## config.mk

```make
export PLATFORM = sky130hd
export DESIGN_NAME = fetch_seq
export DESIGN_NICKNAME = d
export VERILOG_FILES = /design/src/rtl/fetch_seq.sv
export SDC_FILE = /design/constraint.sdc
export NUM_CORES = 1
export LEC_CHECK = 0
export BUFFER_PORTS_ARGS = -buffer_cell sky130_fd_sc_hd__buf_2
export CORE_ASPECT_RATIO = 0.8
export CORE_MARGIN = 1
export CORE_UTILIZATION = 50
export DETAILED_ROUTE_END_ITERATION = 8
export PLACE_DENSITY_LB_ADDON = 0.25
export REMOVE_ABC_BUFFERS = 1
export SLEW_MARGIN = 20
export SYNTH_ARGS = -nofsm -noshare
export SYNTH_HDL_FRONTEND = slang
export SYNTH_SLANG_ARGS = --single-unit
```

## constraint.sdc

```tcl
create_clock -name clk -period 4.2 [get_ports clk]
set_input_delay 0.21 -clock clk [delete_from_list [all_inputs] [get_ports clk]]
set_output_delay 0.21 -clock clk [all_outputs]
set_load 0.01 [all_outputs]
```

## src/rtl/fetch_seq.sv

```systemverilog
// fetch_seq: three-phase instruction fetch sequencer (FETCH -> WAIT -> ISSUE).
// It presents the PC to a synchronous program ROM, latches the returned word
// into IR, and holds it while the downstream stage stalls. When the
// instruction retires, the sequencer resolves jumps, conditional branches and
// subroutine call/return through a small return-address stack.
module fetch_seq #(
  parameter logic [11:0] RESET_PC    = 12'h000,
  parameter int          STACK_DEPTH = 8
) (
  input  logic        clk,
  input  logic        rst_n,
  output logic [11:0] prog_addr,
  input  logic [23:0] prog_data,
  input  logic        stall,
  input  logic        z_flag,
  input  logic        cy_flag,
  output logic [23:0] IR,
  output logic        ir_valid,
  output logic [11:0] pc,
  output logic        stk_err
);

  localparam int IDX_W = $clog2(STACK_DEPTH);
  localparam int SP_W  = IDX_W + 1;

  typedef enum logic [1:0] {
    FETCH = 2'd0,
    WAIT  = 2'd1,
    ISSUE = 2'd2
  } state_t;

  // Control-group opcodes, taken from IR[19:12].
  localparam logic [7:0] OP_JMP = 8'd0;
  localparam logic [7:0] OP_JZE = 8'd1;
  localparam logic [7:0] OP_JNE = 8'd2;
  localparam logic [7:0] OP_JCY = 8'd3;
  localparam logic [7:0] OP_RET = 8'd4;
  localparam logic [7:0] OP_BSR = 8'd5;

  state_t            r_state;
  logic [11:0]       r_pc;       // fetch address; doubles as prog_addr
  logic [23:0]       r_ir;
  logic [11:0]       r_ir_pc;    // address of the word now held in IR
  logic              r_valid;
  logic [SP_W-1:0]   r_sp;       // number of occupied stack entries
  logic              r_err;
  logic [11:0]       r_stack [STACK_DEPTH];

  logic              w_is_ctl;
  logic [7:0]        w_op;
  logic [11:0]       w_target;
  logic [11:0]       w_pc_inc;
  logic              w_full;
  logic              w_empty;
  logic [IDX_W-1:0]  w_push_idx;
  logic [IDX_W-1:0]  w_top_idx;
  logic              w_leave;
  logic [11:0]       w_next_pc;
  logic              w_push;
  logic              w_pop;
  logic              w_err_set;

  assign w_is_ctl   = (r_ir[23:19] == 5'b10000);
  assign w_op       = r_ir[19:12];
  assign w_target   = r_ir[11:0];
  // r_pc is unchanged between fetch and retirement, so it is the PC of IR here;
  // the 12-bit add wraps 12'hFFF to 12'h000 naturally.
  assign w_pc_inc   = r_pc + 12'd1;
  assign w_full     = (r_sp == SP_W'(STACK_DEPTH));
  assign w_empty    = (r_sp == '0);
  assign w_push_idx = IDX_W'(r_sp);
  assign w_top_idx  = IDX_W'(r_sp - SP_W'(1));
  // All branch/stack side effects happen on this single edge per instruction,
  // so a stall of any length cannot repeat them.
  assign w_leave    = (r_state == ISSUE) && !stall;

  // Resolve the successor PC and any stack action for the instruction in IR.
  always_comb begin
    // NOTE: every output of this block gets a default first so no path leaves
    // it unassigned, which would otherwise infer a latch.
    w_next_pc = w_pc_inc;
    w_push    = 1'b0;
    w_pop     = 1'b0;
    w_err_set = 1'b0;
    if (w_is_ctl) begin
      case (w_op)
        OP_JMP: w_next_pc = w_target;
        OP_JZE: if (z_flag)  w_next_pc = w_target;
        OP_JNE: if (!z_flag) w_next_pc = w_target;
        OP_JCY: if (cy_flag) w_next_pc = w_target;
        OP_RET: begin
          if (w_empty) begin
            w_err_set = 1'b1;
          end else begin
            w_pop     = 1'b1;
            w_next_pc = r_stack[w_top_idx];
          end
        end
        OP_BSR: begin
          if (w_full) begin
            w_err_set = 1'b1;
          end else begin
            w_push    = 1'b1;
            w_next_pc = w_target;
          end
        end
        default: ;
      endcase
    end
  end

  // Sequencer FSM with all architectural state and registered outputs.
  always_ff @(posedge clk or negedge rst_n) begin
    // NOTE: sequential state uses non-blocking assignments so every register
    // samples pre-edge values regardless of statement order.
    if (!rst_n) begin
      r_state <= FETCH;
      r_pc    <= RESET_PC;
      r_ir    <= 24'h000000;
      r_ir_pc <= RESET_PC;
      r_valid <= 1'b0;
      r_sp    <= '0;
      r_err   <= 1'b0;
    end else begin
      case (r_state)
        FETCH: r_state <= WAIT;
        WAIT: begin
          r_state <= ISSUE;
          r_ir    <= prog_data;
          r_ir_pc <= r_pc;
          r_valid <= 1'b1;
        end
        ISSUE: begin
          if (!stall) begin
            r_state <= FETCH;
            r_valid <= 1'b0;
            r_pc    <= w_next_pc;
            if (w_push)     r_sp <= r_sp + SP_W'(1);
            else if (w_pop) r_sp <= r_sp - SP_W'(1);
            if (w_err_set)  r_err <= 1'b1;
          end
        end
        default: r_state <= FETCH;
      endcase
    end
  end

  // Return-address storage; written only when a BSR retires with room.
  always_ff @(posedge clk) begin
    // NOTE: the stack array is deliberately not reset; r_sp=0 marks every
    // entry invalid, so clearing the storage would only cost reset fan-out.
    if (w_leave && w_push) r_stack[w_push_idx] <= w_pc_inc;
  end

  assign prog_addr = r_pc;
  assign IR        = r_ir;
  assign ir_valid  = r_valid;
  assign pc        = r_ir_pc;
  assign stk_err   = r_err;

endmodule

```

==> impl_results.html <==
<table>
<tr><th>Metric</th><th>Value</th></tr>
<tr><th colspan="2">Final layout</th></tr>
<tr><td>Fraction of layout cells with a size suffix above 1</td><td>a little over a third</td></tr>
<tr><td>Area Growth Syn to Fin</td><td>19.11%</td></tr>
<tr><td>Layout net count</td><td>553</td></tr>
<tr><td>Storage element area</td><td>roughly 4300 um^2</td></tr>
<tr><td>Total area of multi-input combinational cells</td><td>2166 um^2</td></tr>
<tr><td>Post-route design area</td><td>around 8000 um^2</td></tr>
<tr><td>Leading cell type in the layout, fill and taps excluded</td><td>sky130_fd_sc_hd__edfxtp_1</td></tr>
<tr><td>Number of standard cells in the final layout excluding fillers</td><td>slightly above 700</td></tr>
<tr><td>Most used cells in the layout excluding fill and tap cells</td><td>sky130_fd_sc_hd__edfxtp_1 (96), sky130_fd_sc_hd__buf_2 (78), sky130_fd_sc_hd__dfrtp_1 (56), sky130_fd_sc_hd__mux2_2 (37), sky130_fd_sc_hd__nand2_1 (35)</td></tr>
<tr><td>Number of fill cells</td><td>approximately 940</td></tr>
<tr><td>Diode count</td><td>0</td></tr>
<tr><th colspan="2">Yosys</th></tr>
<tr><td>Top post-synthesis cells by area</td><td>sky130_fd_sc_hd__edfxtp_1 (44%), sky130_fd_sc_hd__dfrtp_1 (21%), sky130_fd_sc_hd__mux4_2 (7.9%)</td></tr>
<tr><td>Post-synthesis cell count</td><td>around 430</td></tr>
<tr><td>Warning count from the yosys run</td><td>0</td></tr>
<tr><td>Share of synthesized area occupied by flip-flops and latches</td><td>approximately 66%</td></tr>
<tr><td>Area share of the largest cell type after synthesis</td><td>44.21%</td></tr>
<tr><td>Post-Synthesis Cell Area</td><td>roughly 6500 um^2</td></tr>
<tr><td>Post-synth EDFFs</td><td>96</td></tr>
<tr><td>FF+latch count, synth</td><td>roughly 150</td></tr>
<tr><td>Count of different cell masters after synthesis</td><td>54</td></tr>
<tr><td>Top_reg_cell synth</td><td>sky130_fd_sc_hd__edfxtp_1</td></tr>
<tr><td>Cell accounting for the most synthesized area</td><td>sky130_fd_sc_hd__edfxtp_1</td></tr>
<tr><td>Proportion of register bits with asynchronous set or reset after synthesis</td><td>about 37%</td></tr>
<tr><td>Synthesized area divided by synthesized cell count</td><td>~15 um^2</td></tr>
<tr><th colspan="2">Worst setup path</th></tr>
<tr><td>Critical path, cell by cell</td><td>nor4_2 -&gt; nand4b_1 -&gt; nor2_1 -&gt; nand3_1 -&gt; nor2_2</td></tr>
<tr><td>Max Fanout on Critical Path</td><td>12</td></tr>
<tr><td>Critical Path Slowest Stage Cell</td><td>sky130_fd_sc_hd__nor2_2</td></tr>
<tr><td>Reg2Reg Launch Point</td><td>IR[15]</td></tr>
<tr><td>Data arrival time of the critical path</td><td>around 2800 ps</td></tr>
<tr><td>Largest incremental delay on the critical path</td><td>slightly above 600 ps</td></tr>
<tr><td>Crit path required time</td><td>about 4300 ps</td></tr>
<tr><td>Critical path class</td><td>reg -&gt; reg</td></tr>
<tr><td>Crit path max-delay family</td><td>simple AND/OR/NAND/NOR gates</td></tr>
<tr><td>Number of buffers and inverters on the critical path</td><td>0</td></tr>
<tr><td>Crit path from</td><td>IR[15]</td></tr>
<tr><td>Critical path launch point type</td><td>flop</td></tr>
<tr><td>Crit end category</td><td>flop</td></tr>
<tr><th colspan="2">Routing</th></tr>
<tr><td>Final antenna-violating net count</td><td>0</td></tr>
<tr><td>DRC violation total after the first TritonRoute iteration</td><td>422</td></tr>
<tr><td>Via count</td><td>~4200</td></tr>
<tr><td>DRC viols</td><td>0</td></tr>
<tr><td>Overall routed net length</td><td>around 15000 um</td></tr>
<tr><td>Length of the first detailed-routing pass in iterations</td><td>5</td></tr>
<tr><td>Average via count per standard cell</td><td>about 5.9</td></tr>
<tr><td>Routed wire length per instance</td><td>approximately 21 um</td></tr>
<tr><th colspan="2">Timing</th></tr>
<tr><td>Final-report max-slew violation count</td><td>0</td></tr>
<tr><td>Slew Limit Headroom</td><td>between 30% and 40%</td></tr>
<tr><td>Setup TNS</td><td>0 ps</td></tr>
<tr><td>Maximum clock skew at final layout</td><td>9.953 ps</td></tr>
<tr><td>Worst path setup slack after routing</td><td>roughly 1500 ps</td></tr>
<tr><td>Shortest period the worst path allows</td><td>~2700 ps</td></tr>
<tr><td>Worst Max-Slew Pin Slew</td><td>between 1000 and 1500 ps</td></tr>
<tr><td>RSZ-0062 raised after global routing</td><td>false</td></tr>
<tr><td>Hold Fails Final Rpt</td><td>0</td></tr>
<tr><td>Period utilisation layout</td><td>64.57%</td></tr>
<tr><td>Final-report setup violation count</td><td>0</td></tr>
<tr><td>F_max</td><td>roughly 370 MHz</td></tr>
<tr><th colspan="2">GRT</th></tr>
<tr><td>First-pass GRT wire length</td><td>~23000 um</td></tr>
<tr><td>Number of antenna violations at the first check in global routing</td><td>0</td></tr>
<tr><td>Residual overflow from global routing</td><td>0</td></tr>
<tr><td>Vias in the first global route</td><td>~4000</td></tr>
<tr><td>GRT Total Usage</td><td>23.33%</td></tr>
<tr><td>Largest net degree at the start of global routing</td><td>between 50 and 60</td></tr>
<tr><th colspan="2">Power</th></tr>
<tr><td>Maximum VDD drop</td><td>slightly below 400 uV</td></tr>
<tr><td>Total Power Consumption</td><td>~0.0047 W</td></tr>
<tr><td>Pwr dens</td><td>about 600 nW/um^2</td></tr>
<tr><td>Leakage power</td><td>between 3 and 4 nW</td></tr>
<tr><th colspan="2">Die</th></tr>
<tr><td>Die area</td><td>13510 um^2</td></tr>
<tr><td>Boundary Pins</td><td>79</td></tr>
<tr><td>Core box area</td><td>12430 um^2</td></tr>
<tr><td>Initial standard-cell utilization of the core</td><td>a little over half</td></tr>
<tr><td>Y dimension of the die</td><td>about 100 um</td></tr>
<tr><td>Number of rows created at floorplan</td><td>36</td></tr>
<tr><td>Die Width</td><td>roughly 130 um</td></tr>
<tr><th colspan="2">Placed design</th></tr>
<tr><td>Minimum setup slack after placement</td><td>1210 ps</td></tr>
<tr><td>Gpl congestion</td><td>around 0.85</td></tr>
<tr><td>Number of cells after detailed placement</td><td>about 670</td></tr>
<tr><td>HPWL after detailed placement</td><td>roughly 9700 um</td></tr>
<tr><td>Cell area after placement</td><td>7157 um^2</td></tr>
<tr><td>I/O Buffers</td><td>between 70 and 80</td></tr>
<tr><th colspan="2">Clock tree</th></tr>
<tr><td>H-tree level count</td><td>4</td></tr>
<tr><td>Post-CTS setup repair buffer count</td><td>0</td></tr>
<tr><td>Clock tree from TritonCTS</td><td>yes</td></tr>
<tr><td>Maximum clock path buffer count</td><td>2</td></tr>
<tr><td>Clock insertion delay at the later pin of the skew report</td><td>420 ps</td></tr>
<tr><td>Number of buffers created by CTS</td><td>17</td></tr>
<tr><td>Total of cells resized after clock tree synthesis</td><td>0</td></tr>
<tr><td>CTS Hold Buffers Added</td><td>1</td></tr>
<tr><td>Post-CTS clock slew at the launch and capture registers of the worst setup and hold paths</td><td>roughly 60 ps</td></tr>
<tr><td>Root Buffer Master</td><td>sky130_fd_sc_hd__clkbuf_16</td></tr>
<tr><td>Sinks on the clock net</td><td>about 150</td></tr>
<tr><th colspan="2">Run</th></tr>
<tr><td>Max-capacitance violation count</td><td>0</td></tr>
<tr><th colspan="2">Hold path</th></tr>
<tr><td>Path type of the worst min-delay path</td><td>in -&gt; reg</td></tr>
<tr><td>Hold Crit Start</td><td>prog_data[10]</td></tr>
<tr><th colspan="2">Status</th></tr>
<tr><td>Result of the run</td><td>complete, no violations</td></tr>
</table>
## cells by family (layout without fill, tap and decap cells)
| group | count (synthesis) | count (layout) | share of synthesized area (%) |
|---|---|---|---|
| flip-flops | 152 | 152 | 65.69 |
| AND/OR/NAND/NOR | 110 | 110 | 8.787 |
| multiplexers | 65 | 65 | 15.10 |
| AO/OA/AOI/OAI | 58 | 58 | 5.967 |
| buffers and inverters | 22 | 127 | 1.324 |
| XOR/XNOR | 19 | 19 | 2.552 |
| adder cells (fa/ha/maj) | 3 | 3 | 0.5757 |
## power breakdown
part	switching [W]	internal, W
clock network	0.000568	0.000931
logic	0.000551	0.000466
registers	0.000246	0.00189
total	0.00137	0.00329
## cell usage after synthesis (all sizes together) (2+ instances only)
master / instances
nor3b: 3
nand3: 10
mux2i: 5
a21boi: 2
nor4: 3
or3: 2
nand4: 3
or4: 3
or3b: 2
nand2: 35
inv: 4
edfxtp: 96
nor2: 20
ha: 3
clkbuf: 12
mux4: 23
nor2b: 7
nand3b: 4
nor3: 6
nand4b: 3
a41o: 2
a31oi: 4
buf: 6
o21ai: 11
xnor2: 11
nand2b: 2
dfrtp: 56
o211ai: 3
a21o: 4
and3: 3
o22ai: 3
and2: 4
a21oi: 16
a211o: 2
mux2: 37
xor2: 8
## final cells by class
cell class	instances	area share [%]
Clock buffer	29	7.410
Clock inverter	3	0.2899
Inverter	4	0.1933
Multi-Input combinational cell	255	27.88
Sequential cell	152	55.15
Tap cell	171	2.755
Timing Repair Buffer	91	6.314
## per-stage QoR
stage | util, % | hold slack, ps
floorplan | - | -85.59
global placement | 57.57 | 372.5
detailed placement | 57.57 | 387.6
CTS | 62.46 | 13.70
global route | 62.48 | 13.35
finish | 62.48 | 19.56
## metal layers
layer | GRT usage (%) | vias up | routed length, um
met3 | 5.195 | 21 | 949
met4 | 6.894 | 0 | 184
met2 | 35.33 | 180 | 6933
met1 | 33.83 | 2115 | 6497
li1 | - | 1836 | -
met5 | 0 | - | 0
## final timing paths
check | endpoint | slack (ps) | cells after the start
max in group asynchronous | r_sp[2] | 3250 | 3
hold reg to reg | stk_err | 500 | 1
min in group asynchronous | IR[10] | 460 | 3
setup / recovery | r_stack[7][9] | 1490 | 5
hold / removal | IR[10] | 20 | 2
setup reg to reg | r_stack[7][9] | 1490 | 5
## registers in the layout (all words and copies together) (netlist names)
signal	count
r_stack	96
prog_addr	12
r_state	2
stk_err	1
r_sp	4
pc	12
ir_valid	1
IR	24
No activity file was read; power rests on OpenSTA's default activity.
